$ cat src/rtl/lcd_timing_gen.sv
// -----------------------------------------------------------------------------
// lcd_timing_gen
//   Raster timing generator for a parallel RGB LCD panel, with a panel
//   power-sequencing state machine.
//
//   Ports
//     clk_lcd      in   pixel clock; all logic on its rising edge
//     rst_n        in   asynchronous active-low reset
//     en           in   display-on request, only looked at on frame_start
//     flagh        out  current column is visible
//     flagv        out  current line is visible
//     hcount_reg   out  visible column index (0 outside the visible region)
//     Vcount_reg   out  visible line index (0 outside the visible region)
//     rgb_en       out  pixel output enable to the pixel generator
//     hsync_n      out  horizontal sync, active-low, 2-cycle delayed
//     vsync_n      out  vertical sync, active-low, 2-cycle delayed
//     lcd_de       out  data enable, 2-cycle delayed and gated by rgb_en
//     disp         out  panel DISP pin
//     frame_start  out  one-cycle pulse at h_pos=0, v_pos=0
// -----------------------------------------------------------------------------
module lcd_timing_gen #(
    parameter int unsigned H_SYNC     = 41,
    parameter int unsigned H_BP       = 2,
    parameter int unsigned H_ACTIVE   = 480,
    parameter int unsigned H_FP       = 2,
    parameter int unsigned V_SYNC     = 10,
    parameter int unsigned V_BP       = 2,
    parameter int unsigned V_ACTIVE   = 272,
    parameter int unsigned V_FP       = 2,
    parameter int unsigned PWR_FRAMES = 4
) (
    input  logic       clk_lcd,
    input  logic       rst_n,
    input  logic       en,
    output logic       flagh,
    output logic       flagv,
    output logic [9:0] hcount_reg,
    output logic [8:0] Vcount_reg,
    output logic       rgb_en,
    output logic       hsync_n,
    output logic       vsync_n,
    output logic       lcd_de,
    output logic       disp,
    output logic       frame_start
);

    localparam int unsigned H_TOTAL = H_SYNC + H_BP + H_ACTIVE + H_FP;
    localparam int unsigned V_TOTAL = V_SYNC + V_BP + V_ACTIVE + V_FP;
    localparam int unsigned H_START = H_SYNC + H_BP;
    localparam int unsigned H_END   = H_START + H_ACTIVE - 1;
    localparam int unsigned V_START = V_SYNC + V_BP;
    localparam int unsigned V_END   = V_START + V_ACTIVE - 1;
    localparam int unsigned HW      = $clog2(H_TOTAL);
    localparam int unsigned VW      = $clog2(V_TOTAL);
    localparam int unsigned CW      = $clog2(PWR_FRAMES + 1);

    typedef enum logic [1:0] {
        PWR_OFF  = 2'd0,
        PWR_WAIT = 2'd1,
        PWR_ON   = 2'd2
    } pwr_state_t;

    // run is cleared by reset and set on the first edge after release, so
    // that edge "counts" position 0 instead of stepping past it.
    logic          run;
    logic [HW-1:0] h_pos, h_nxt, h_rel;
    logic [VW-1:0] v_pos, v_nxt, v_rel;
    logic          h_wrap;
    logic          in_h, in_v;
    logic          raw_hs_n, raw_vs_n, raw_de;
    logic [1:0]    hs_d, vs_d, de_d;

    pwr_state_t    state, state_nxt;
    logic [CW-1:0] frm_cnt, frm_cnt_nxt;

    // ------------------------------------------------------------------
    // Position counters
    // ------------------------------------------------------------------
    assign h_wrap = run && (h_pos == HW'(H_TOTAL - 1));

    always_comb begin
        h_nxt = '0;
        v_nxt = '0;
        if (run) begin
            h_nxt = h_wrap ? '0 : h_pos + HW'(1);
            v_nxt = v_pos;
            if (h_wrap)
                v_nxt = (v_pos == VW'(V_TOTAL - 1)) ? '0 : v_pos + VW'(1);
        end
    end

    // Visible-region decode is done on the next position so the registered
    // flags and indices line up with the registered h_pos/v_pos.
    assign in_h  = (h_nxt >= HW'(H_START)) && (h_nxt <= HW'(H_END));
    assign in_v  = (v_nxt >= VW'(V_START)) && (v_nxt <= VW'(V_END));
    assign h_rel = h_nxt - HW'(H_START);
    assign v_rel = v_nxt - VW'(V_START);

    always_ff @(posedge clk_lcd or negedge rst_n) begin
        if (!rst_n) begin
            run         <= 1'b0;
            h_pos       <= '0;
            v_pos       <= '0;
            flagh       <= 1'b0;
            flagv       <= 1'b0;
            hcount_reg  <= '0;
            Vcount_reg  <= '0;
            frame_start <= 1'b0;
        end else begin
            run         <= 1'b1;
            h_pos       <= h_nxt;
            v_pos       <= v_nxt;
            flagh       <= in_h;
            flagv       <= in_v;
            hcount_reg  <= in_h ? 10'(h_rel) : '0;
            Vcount_reg  <= in_v ? 9'(v_rel) : '0;
            frame_start <= (h_nxt == '0) && (v_nxt == '0);
        end
    end

    // ------------------------------------------------------------------
    // Panel syncs: two register stages to match the pixel generator
    // ------------------------------------------------------------------
    assign raw_hs_n = !run || (h_pos >= HW'(H_SYNC));
    assign raw_vs_n = !run || (v_pos >= VW'(V_SYNC));
    assign raw_de   = flagh & flagv;

    always_ff @(posedge clk_lcd or negedge rst_n) begin
        if (!rst_n) begin
            hs_d <= '1;
            vs_d <= '1;
            de_d <= '0;
        end else begin
            hs_d <= {hs_d[0], raw_hs_n};
            vs_d <= {vs_d[0], raw_vs_n};
            de_d <= {de_d[0], raw_de};
        end
    end

    assign hsync_n = hs_d[1];
    assign vsync_n = vs_d[1];
    assign lcd_de  = de_d[1] & rgb_en;

    // ------------------------------------------------------------------
    // Power sequencing: en is only acted on at frame_start, so frames are
    // never cut short and mid-frame toggles are ignored.
    // ------------------------------------------------------------------
    always_ff @(posedge clk_lcd or negedge rst_n) begin
        if (!rst_n) begin
            state   <= PWR_OFF;
            frm_cnt <= '0;
        end else begin
            state   <= state_nxt;
            frm_cnt <= frm_cnt_nxt;
        end
    end

    always_comb begin
        state_nxt   = state;
        frm_cnt_nxt = frm_cnt;
        disp        = 1'b0;
        rgb_en      = 1'b0;
        case (state)
            PWR_OFF: begin
                frm_cnt_nxt = '0;
                if (frame_start && en)
                    state_nxt = PWR_WAIT;
            end
            PWR_WAIT: begin
                disp = 1'b1;
                if (frame_start) begin
                    if (!en) begin
                        state_nxt   = PWR_OFF;
                        frm_cnt_nxt = '0;
                    end else if (frm_cnt == CW'(PWR_FRAMES - 1)) begin
                        state_nxt   = PWR_ON;
                        frm_cnt_nxt = '0;
                    end else begin
                        frm_cnt_nxt = frm_cnt + CW'(1);
                    end
                end
            end
            PWR_ON: begin
                disp   = 1'b1;
                rgb_en = 1'b1;
                if (frame_start && !en)
                    state_nxt = PWR_OFF;
            end
            default: begin
                state_nxt   = PWR_OFF;
                frm_cnt_nxt = '0;
            end
        endcase
    end

endmodule

$ cat config.mk
export PLATFORM = sky130hd
export DESIGN_NAME = lcd_timing_gen
export DESIGN_NICKNAME = d
export VERILOG_FILES = /design/src/rtl/lcd_timing_gen.sv
export SDC_FILE = /design/constraint.sdc
export NUM_CORES = 1
export LEC_CHECK = 0
export BUFFER_PORTS_ARGS = -buffer_cell sky130_fd_sc_hd__buf_2
export CAP_MARGIN = 5
export CORE_MARGIN = 1
export CORE_UTILIZATION = 44
export CTS_BUF_LIST = sky130_fd_sc_hd__clkbuf_2
export DETAILED_ROUTE_END_ITERATION = 10
export GPL_TIMING_DRIVEN = 0
export PLACE_DENSITY = 0.61
export SYNTH_ARGS = -nofsm -noshare
export SYNTH_HDL_FRONTEND = slang
export SYNTH_SLANG_ARGS = --single-unit
$ cat constraint.sdc
create_clock -name clk_lcd -period 3.4 [get_ports clk_lcd]
set_input_delay 0.17 -clock clk_lcd [delete_from_list [all_inputs] [get_ports clk_lcd]]
set_output_delay 0.17 -clock clk_lcd [all_outputs]
set_load 0.03 [all_outputs]
Word level (Yosys, flattened, before mapping)
Index checks and enable logic that the tools add are counted.
- flip-flop bits (word level): 53
- output and inout port bits: 27
- word-level logic and storage cells: 71
- input bits: 3
- $lt $le $gt $ge: 6
- $add $sub $neg: 5
- bitwise gates (word level): 3
- muxes and demuxes: 19
- reductions and logical operators: 16
- eq/ne operators: 9
- operators by type and width (kind ; count):
    9-bit two-way mux ; 4
    10-bit two-way mux ; 3
    10-bit by 6-bit greater-or-equal comparator with 1-bit output (second input constant) ; 2
    9-bit by 4-bit greater-or-equal comparator with 1-bit output (second input constant) ; 2
    10-bit by 1-bit adder with 10-bit output (second input constant) ; 1
    10-bit == test (second input constant) ; 1
    10-bit less-or-equal comparator (second input constant) ; 1
    10-bit zero test ; 1
    2-bit two-way mux ; 5
    10-bit by 6-bit subtractor with 10-bit output (second input constant) ; 1
    9-bit by 1-bit adder with 9-bit output (second input constant) ; 1
    9-bit == test (second input constant) ; 1
    9-bit less-or-equal comparator (second input constant) ; 1
    9-bit zero test ; 1
    3-bit two-way mux ; 3
    9-bit by 4-bit subtractor with 9-bit output (second input constant) ; 1
    1-bit logical AND ; 6
    2-bit inequality test (second input constant) ; 3
    2-bit case mux with 3 select lines ; 1
    3-bit case mux with 2 select lines ; 1
    4-bit AND reduction ; 1
    3-bit by 1-bit adder with 3-bit output (second input constant) ; 1
    3-bit by 2-bit == test with 1-bit output (second input constant) ; 1
    3-bit inequality test (second input constant) ; 1
    other kinds (10) ; 14

Logic depth before layout (Yosys ltp)
Gate-level depths: netlist of run 1.
- word-level depth: 7
- depth in mapped cells: 15

Least setup slack after synthesis of run 1
OpenSTA, ideal clock, no wires.
- path kind: register -> register
- start: reg h_pos[0]
- end: reg Vcount_reg[4]
- clock period less this slack: 3148 ps
- required time: 3268 ps
- stages on the path, launching flop included: 13
- setup slack: 252 ps
- setup time: 132 ps
- data arrival time: 3017 ps
- cell sequence: dfrtp_1 > inv_1 > ha_1 > or4bb_1 > or3_1 > buf_6 > o21a_1 > o21ai_1 > inv_2 > ha_1 > a21o_1 > o211ai_4 > nor2_1
- cells in the longest elaborated chain, start to end: 7
- RTL lines (element ; RTL line ; text):
    start: declaration ; 66 ; logic [HW-1:0] h_pos, h_nxt, h_rel;
    start signal: assignment ; 111 ; h_pos <= h_nxt;
    10-bit == test (*) ; 79 ; assign h_wrap = run && (h_pos == HW'(H_TOTAL - 1));
    1-bit logical AND (*) ; 79 ;
    9-bit two-way mux (*) ; 87 ; if (h_wrap)
    9-bit two-way mux (*) ; 84 ; if (run) begin
    net v_nxt[2] ; 67 ; logic [VW-1:0] v_pos, v_nxt, v_rel;
    9-bit by 4-bit greater-or-equal comparator with 1-bit output / 9-bit less-or-equal comparator (equally long branches) ; 95 ; assign in_v = (v_nxt >= VW'(V_START)) && (v_nxt <= VW'(V_END));
    1-bit logical AND ; 95 ;
    9-bit two-way mux (*) ; 116 ; Vcount_reg <= in_v ? 9'(v_rel) : '0;
    end signal: assignment ; 116 ;
    end: declaration ; 38 ; output logic [8:0] Vcount_reg,
The timed path passes the listed nets; every way through them passes the cells marked *.
A chain may end at the register's enable or synchronous reset.

Worst setup path after layout of run 1
- start: reg h_pos[0]
- end: reg Vcount_reg[4]
- cells in the longest elaborated chain, start to end: 7
- RTL lines (element ; RTL line):
    10-bit == test (*) ; 79
    1-bit logical AND (*) ; 79
    9-bit two-way mux (*) ; 87
    9-bit two-way mux (*) ; 84
    9-bit by 4-bit greater-or-equal comparator with 1-bit output / 9-bit less-or-equal comparator (equally long branches) ; 95
    1-bit logical AND ; 95
    9-bit two-way mux (*) ; 116
Every way passes the cells marked *; elsewhere a longest branch is shown, timed or not.

==> results of run 1 <==
[logic make-up (layout without fill, tap and decap cells)]
logic type      after synthesis  in the layout  share of synthesized area [%]
buf+inv                      27             74                           3.93
xor+xnor                     16             16                           4.94
flops                        53             53                           46.9
mux                           2              2                          0.750
fa+ha+maj                    17             17                           7.50
simple gates                105            105                           20.4
compound gates               62             62                           15.4
other cells                   1              1                          0.132
[cells in the final DEF (no fill, tap or decap), drive strengths merged, types with 2 or more instances in the layout]
cell and instances:
nor4 4, clkinv 2, clkbuf 8, inv 22, a211oi 2, nor3b 3
nor3 7, ha 17, nand4 5, nand3 12, buf 40, or3 6
o31ai 3, xor2 5, nor2b 4, o21ai 14, o2bb2ai 2, xnor2 11
a21o 5, a21oi 16, o31a 2, dfstp 4, a31oi 3, a2bb2oi 2
dlygate4sd3 2, nor2 27, o21a 2, and3 3, dfrtp 49, nand2 23
and2 5
[how the worst max path moves through the flow]
stage | startpoint | end | depth (start not counted)
after floorplan | h_pos[0] | Vcount_reg[4] | 12
after global placement | h_pos[0] | hcount_reg[4] | 14
after detailed placement | h_pos[0] | hcount_reg[4] | 14
after CTS | h_pos[0] | Vcount_reg[5] | 12
after global routing | h_pos[1] | frame_start | 12
final | h_pos[0] | Vcount_reg[4] | 14
[layout make-up]
class	count	share of cell area, %
Tap cell	75	2.88
Clock buffer	6	0.923
Buffer	5	0.961
Multi-Input combinational cell	203	44.1
Timing Repair Buffer	39	7.30
Clock inverter	2	0.308
Inverter	22	2.54
Sequential cell	53	40.9
[report_power, final]
part,switching [mW],internal [mW],leakage (nW),total [mW]
Combinational,0.124,0.0797,0.877,0.204
Clock,0.192,0.0517,0.0327,0.244
Sequential,0.0141,0.656,0.716,0.670
[repair_timing]
action | 4_1_cts | 5_1_grt
setup buffers | 2 | 5
hold endpoints to repair | 50 | 0
pin swaps | 1 | 3
setup endpoints to repair | 21 | 21
resized for setup | 8 | 5
hold buffers | 2 | 0
[per-layer routing]
layer | GRT usage [%] | vias to the layer above | share of wire [%]
met4 | 5.61 | 0 | 1.0
met1 | 24.3 | 1027 | 50
met5 | 0 | - | 0
li1 | - | 1080 | -
met2 | 29.6 | 51 | 45
met3 | 3.85 | 5 | 3.9
==> run metrics, run 1 <==
outcome=finished clean; ys async rst share=100%; GP Congestion=0.870; Max Clk Rate=307 MHz; sequential share of the synthesized area=46.9%; Vias=2163; Die W=82.3 µm; Min-Delay Path Class=in -> async; EDFF count, synth=0; Post-Place Cells=387; Worst Path Required=3.76 ns; top cells by area, synth=dfrtp_1, ha_1, dfstp_2, nor2_1, xnor2_1; Core ar.=0.00606 mm²; Reg clk slew, reported paths=0.26 ns; P_leak=1.63 nW; Post-DRT Antenna Nets=0; Die Y=82.3 µm; capturing point of the worst reg2reg path=Vcount_reg[4]; Finished Layout Cells=405; row cnt=28; cts bufs inserted=5; Detailed Route WL=5700 µm; pre-CTS WS=-0.233 ns; Finish-stage setup viols=0; Fin Setup TNS=0 ns; CP top delay family=simple AND/OR/NAND/NOR gates; Hold Violations, Final=0; startpoint types=flip-flop; largest net degree at the start of global routing=54; initial antenna violation count=0; setup ws final=0.147 ns; worst clock skew=0.0218 ns; Detailed Routing Iterations Pass 1=4; R2R Setup Slk=0.15 ns; Max-cap violations=0; Max Slew Vio Count=0; area fraction of the dominant cell type after synthesis=43.2%; layout cell share with drive strength beyond 1=23.9%; largest stage delay on the critical path=0.58 ns; R2R cell count=14; Post-Place Cell Area=0.00308 mm²; Post-DP HPWL=3940 µm; Area growth, synth to finish=14.7%; post-route cell area=0.00325 mm²; Fill cells=559; crit path buf inv count=4; Avg Cell Area, Syn=10.0 µm²; Wirelength per Cell=14.1 µm; Synth area leader=dfrtp_1; TritonCTS clock tree=yes; Relative slew margins=53.3%; Critical Path AT=3.61 ns; top-count cell post-synth=dfrtp_1; port bufs=29; pwr dens=343 mW/mm²; htree depth=2; Max Root-Sink Buffers=2; Sink Count=53; final worst path period share=95.7%; Post-Syn Instances=283; Overflow after GRT=0; CP Max Fanout=8; clk_lat worst skew=0.44 ns; fin util=53.7%; Post-synth top cells=dfrtp_1, nor2_1, nand2_1; synthesized area=0.00284 mm²; Nets=349; crit end category=flip-flop; maximum vdd drop=212 µV; area of the multi-input gates=0.00144 mm²; Syn Nets=303; Worst Setup Path Type=reg -> reg; worst slew pin tran=0.691 ns; drt via density=5.34; 1st-iter DRT viols=111; Min Hold Slack=0.239 ns; Die ar.=0.00677 mm²; final worst path period need=3.25 ns; starting density of the core=46.8%; number of global-route vias before repair=2014; first-pass GRT wire length=9340 µm; synth unique cells=59; reg2reg start=h_pos[0]; Power Total=1.12 mW; GRT Total Usage=18.2%; DRC=0; Yosys warning total=0; CTS Root Cell=clkbuf_2; Synth Flop Type=dfrtp_1; I/O pins=30; Crit-path slowest cell=or4bb_4; flops & latches, synth=53; sequential cell area=0.00133 mm²; crit-path cells=inv_2 -> ha_1 -> or4bb_4 -> or3_1 -> buf_6 -> nor3b_1 -> o21ai_2 -> buf_4 -> ha_1 -> nand2_1 -> o2111ai_2 -> o211ai_4 -> buf_4 -> nor2_1; # diodes=0
Note: power is estimated with default switching activity, not from simulation.
==> run 2, diff against run 1 <==
- PLACE_DENSITY: 0.61 -> 0.72
==> run 2 against run 1 <==
  * Utilization decreased by 0.29 points
  * Cell area decreased by 0.54%
  * Largest power group unchanged
  * Critical path depth decreased by 2
  * Die area unchanged
==> run metrics, run 2 (synthesis results as in run 1) <==
commonest non-fill, non-tap cells in the layout=dfrtp_1, buf_2, nor2_1; Min Hold Slack=0.372 ns (+0.133 ns); Hold Violations, Final=0 (unchanged); TritonCTS clock tree=yes; CP top delay family=simple AND/OR/NAND/NOR gates; drt via density=5.37 (+0.50%); startpoint types=flip-flop; outcome=finished clean; worst slew pin tran=1.16 ns (+0.465 ns); Max-cap violations=0 (unchanged); Area growth, synth to finish=14.1%; met1 wire length=2600 µm (-8.3%); pwr dens=338 mW/mm² (-1.7%); crit end category=flip-flop; Crit-path slowest cell=or4bb_4; final worst path period need=3.29 ns (+0.0336 ns); worst clock skew=0.0140 ns (-0.00779 ns); Wirelength per Cell=13.5 µm (-3.8%); Detailed Route WL=5450 µm (-4.3%); first-pass GRT wire length=9470 µm (+1.3%); P_leak=1.62 nW (-0.55%); post-route cell area=0.00324 mm² (-0.54%); initial antenna violation count=0 (unchanged); largest net degree at the start of global routing=54 (unchanged); maximum vdd drop=279 µV (+31%); crit-path cells=inv_1 -> ha_1 -> or4bb_4 -> or3_1 -> buf_6 -> o21a_1 -> o21ai_2 -> ha_1 -> nand2_1 -> nor4_1 -> nand4_1 -> nor4_1; row cnt=28 (unchanged); CP Max Fanout=8 (unchanged); layout cell share with drive strength beyond 1=22.3% (-1.7 points); crit path buf inv count=2 (-2); Overflow after GRT=0 (unchanged); cts bufs inserted=5 (unchanged); Nets=347 (-0.57%); Die W=82.3 µm (unchanged); CTS Root Cell=clkbuf_2; DRC=0 (unchanged); RSZ-0062 raised after global routing=false; Post-DRT Antenna Nets=0 (unchanged); Reg clk slew, reported paths=0.24 ns (-0.02 ns); Fin Setup TNS=0 ns (unchanged); Worst Path Required=3.71 ns (-0.05 ns); fin util=53.4% (-0.29 points); final worst path period share=96.7% (+0.99 points); Die ar.=0.00677 mm² (unchanged); I/O pins=30 (unchanged); Critical Path AT=3.60 ns (about the same); Max Clk Rate=304 MHz (-1.0%); Sink Count=53 (unchanged); 1st-iter DRT viols=135 (+22%); Finish-stage setup viols=0 (unchanged); GP Congestion=0.873 (+0.33%); Detailed Routing Iterations Pass 1=4 (unchanged); highest metal used=met4; Min-Delay Path Class=reg -> reg; Post-DP HPWL=3860 µm (-2.0%); Die Y=82.3 µm (unchanged); starting density of the core=46.8% (unchanged); Worst Setup Path Type=reg -> reg; met2 WL=2530 µm (-1.7%); Max Root-Sink Buffers=2 (unchanged); port bufs=29 (unchanged); # diodes=0 (unchanged); wire length on met3=261 µm (+17%); most common cell after layout, fill and taps aside=dfrtp_1; Vias=2163 (unchanged); Post-Place Cell Area=0.00308 mm² (unchanged); Core ar.=0.00606 mm² (unchanged); largest stage delay on the critical path=0.58 ns (about the same); number of global-route vias before repair=2047 (+1.6%); htree depth=2 (unchanged); GRT Total Usage=18.5% (+0.34 points); Max Slew Vio Count=0 (unchanged); Relative slew margins=22.9% (-30 points); clk_lat worst skew=0.42 ns (-0.02 ns)
## run 2: cell types whose count changed in the layout (fill, tap and decap cells not counted), moves of 2 or more
| cell | previous run | this run |
|---|---|---|
| clkinv_1 | 0 | 2 |
| nor4_2 | 2 | 0 |
| buf_4 | 8 | 6 |
| nor4_1 | 1 | 3 |
## run 2: routing by layer
layer  GRT usage (%)  vias up
met4            4.39        0
met5               0        -
li1                -     1073
met2            30.1       52
met3            3.63        4
met1            25.5     1034
## run 2: worst register-to-register path: stages (launching register included)
cell and delay [ns]:
dfrtp_2 0.49, inv_1 0.11, ha_1 0.16, or4bb_4 0.58
or3_1 0.35, buf_6 0.15, o21a_1 0.21, o21ai_2 0.19
ha_1 0.19, nand2_1 0.06, nor4_1 0.22, nand4_1 0.16
nor4_1 0.31
## run 2: through the flow
stage               power (mW)  setup slack, ns  std cells
floorplan                0.819            0.252        283
global placement         0.860           -0.155        387
detailed placement       0.869           -0.293        387
CTS                       1.11           0.0431        399
global route              1.16          0.00142        403
finish                    1.09            0.113        403
## run 2: cell type report
type                            instances  area, µm²
Fill cell                             564       2820
Clock inverter                          3       12.5
Multi-Input combinational cell        203       1430
Buffer                                  5       33.8
Clock buffer                            5       25.0
Tap cell                               75       93.8
Inverter                               22       82.6
Sequential cell                        53       1330
Timing Repair Buffer                   37        223
## run 2: repair_timing
item                                    4_1_cts  5_1_grt
endpoints found under the setup margin       20       21
buffers inserted                              2        4
hold buffers                                  2        0
pin swaps                                     1        2
hold endpoints to repair                     50        0
gates resized for setup                       7        6
## run 2: path summary, 6_finish.rpt
path / depth (start not counted) / slack [ns] / from / endpoint
hold / removal: 0 / 0.37 / hs_d[0] / hs_d[1]
max in group asynchronous: 2 / 2.16 / rst_n / h_pos[0]
setup reg to reg: 12 / 0.11 / h_pos[0] / frame_start
min in group asynchronous: 2 / 0.48 / rst_n / hcount_reg[6]
hold reg to reg: 0 / 0.37 / hs_d[0] / hs_d[1]
setup / recovery: 12 / 0.11 / h_pos[0] / frame_start
## run 2: report_power, final
group	switching, mW	leakage [nW]	internal (mW)	total (mW)
Combinational	0.116	0.873	0.0740	0.190
Sequential	0.0160	0.716	0.656	0.672
Clock	0.186	0.0278	0.0451	0.231
Total	0.318	1.62	0.775	1.09
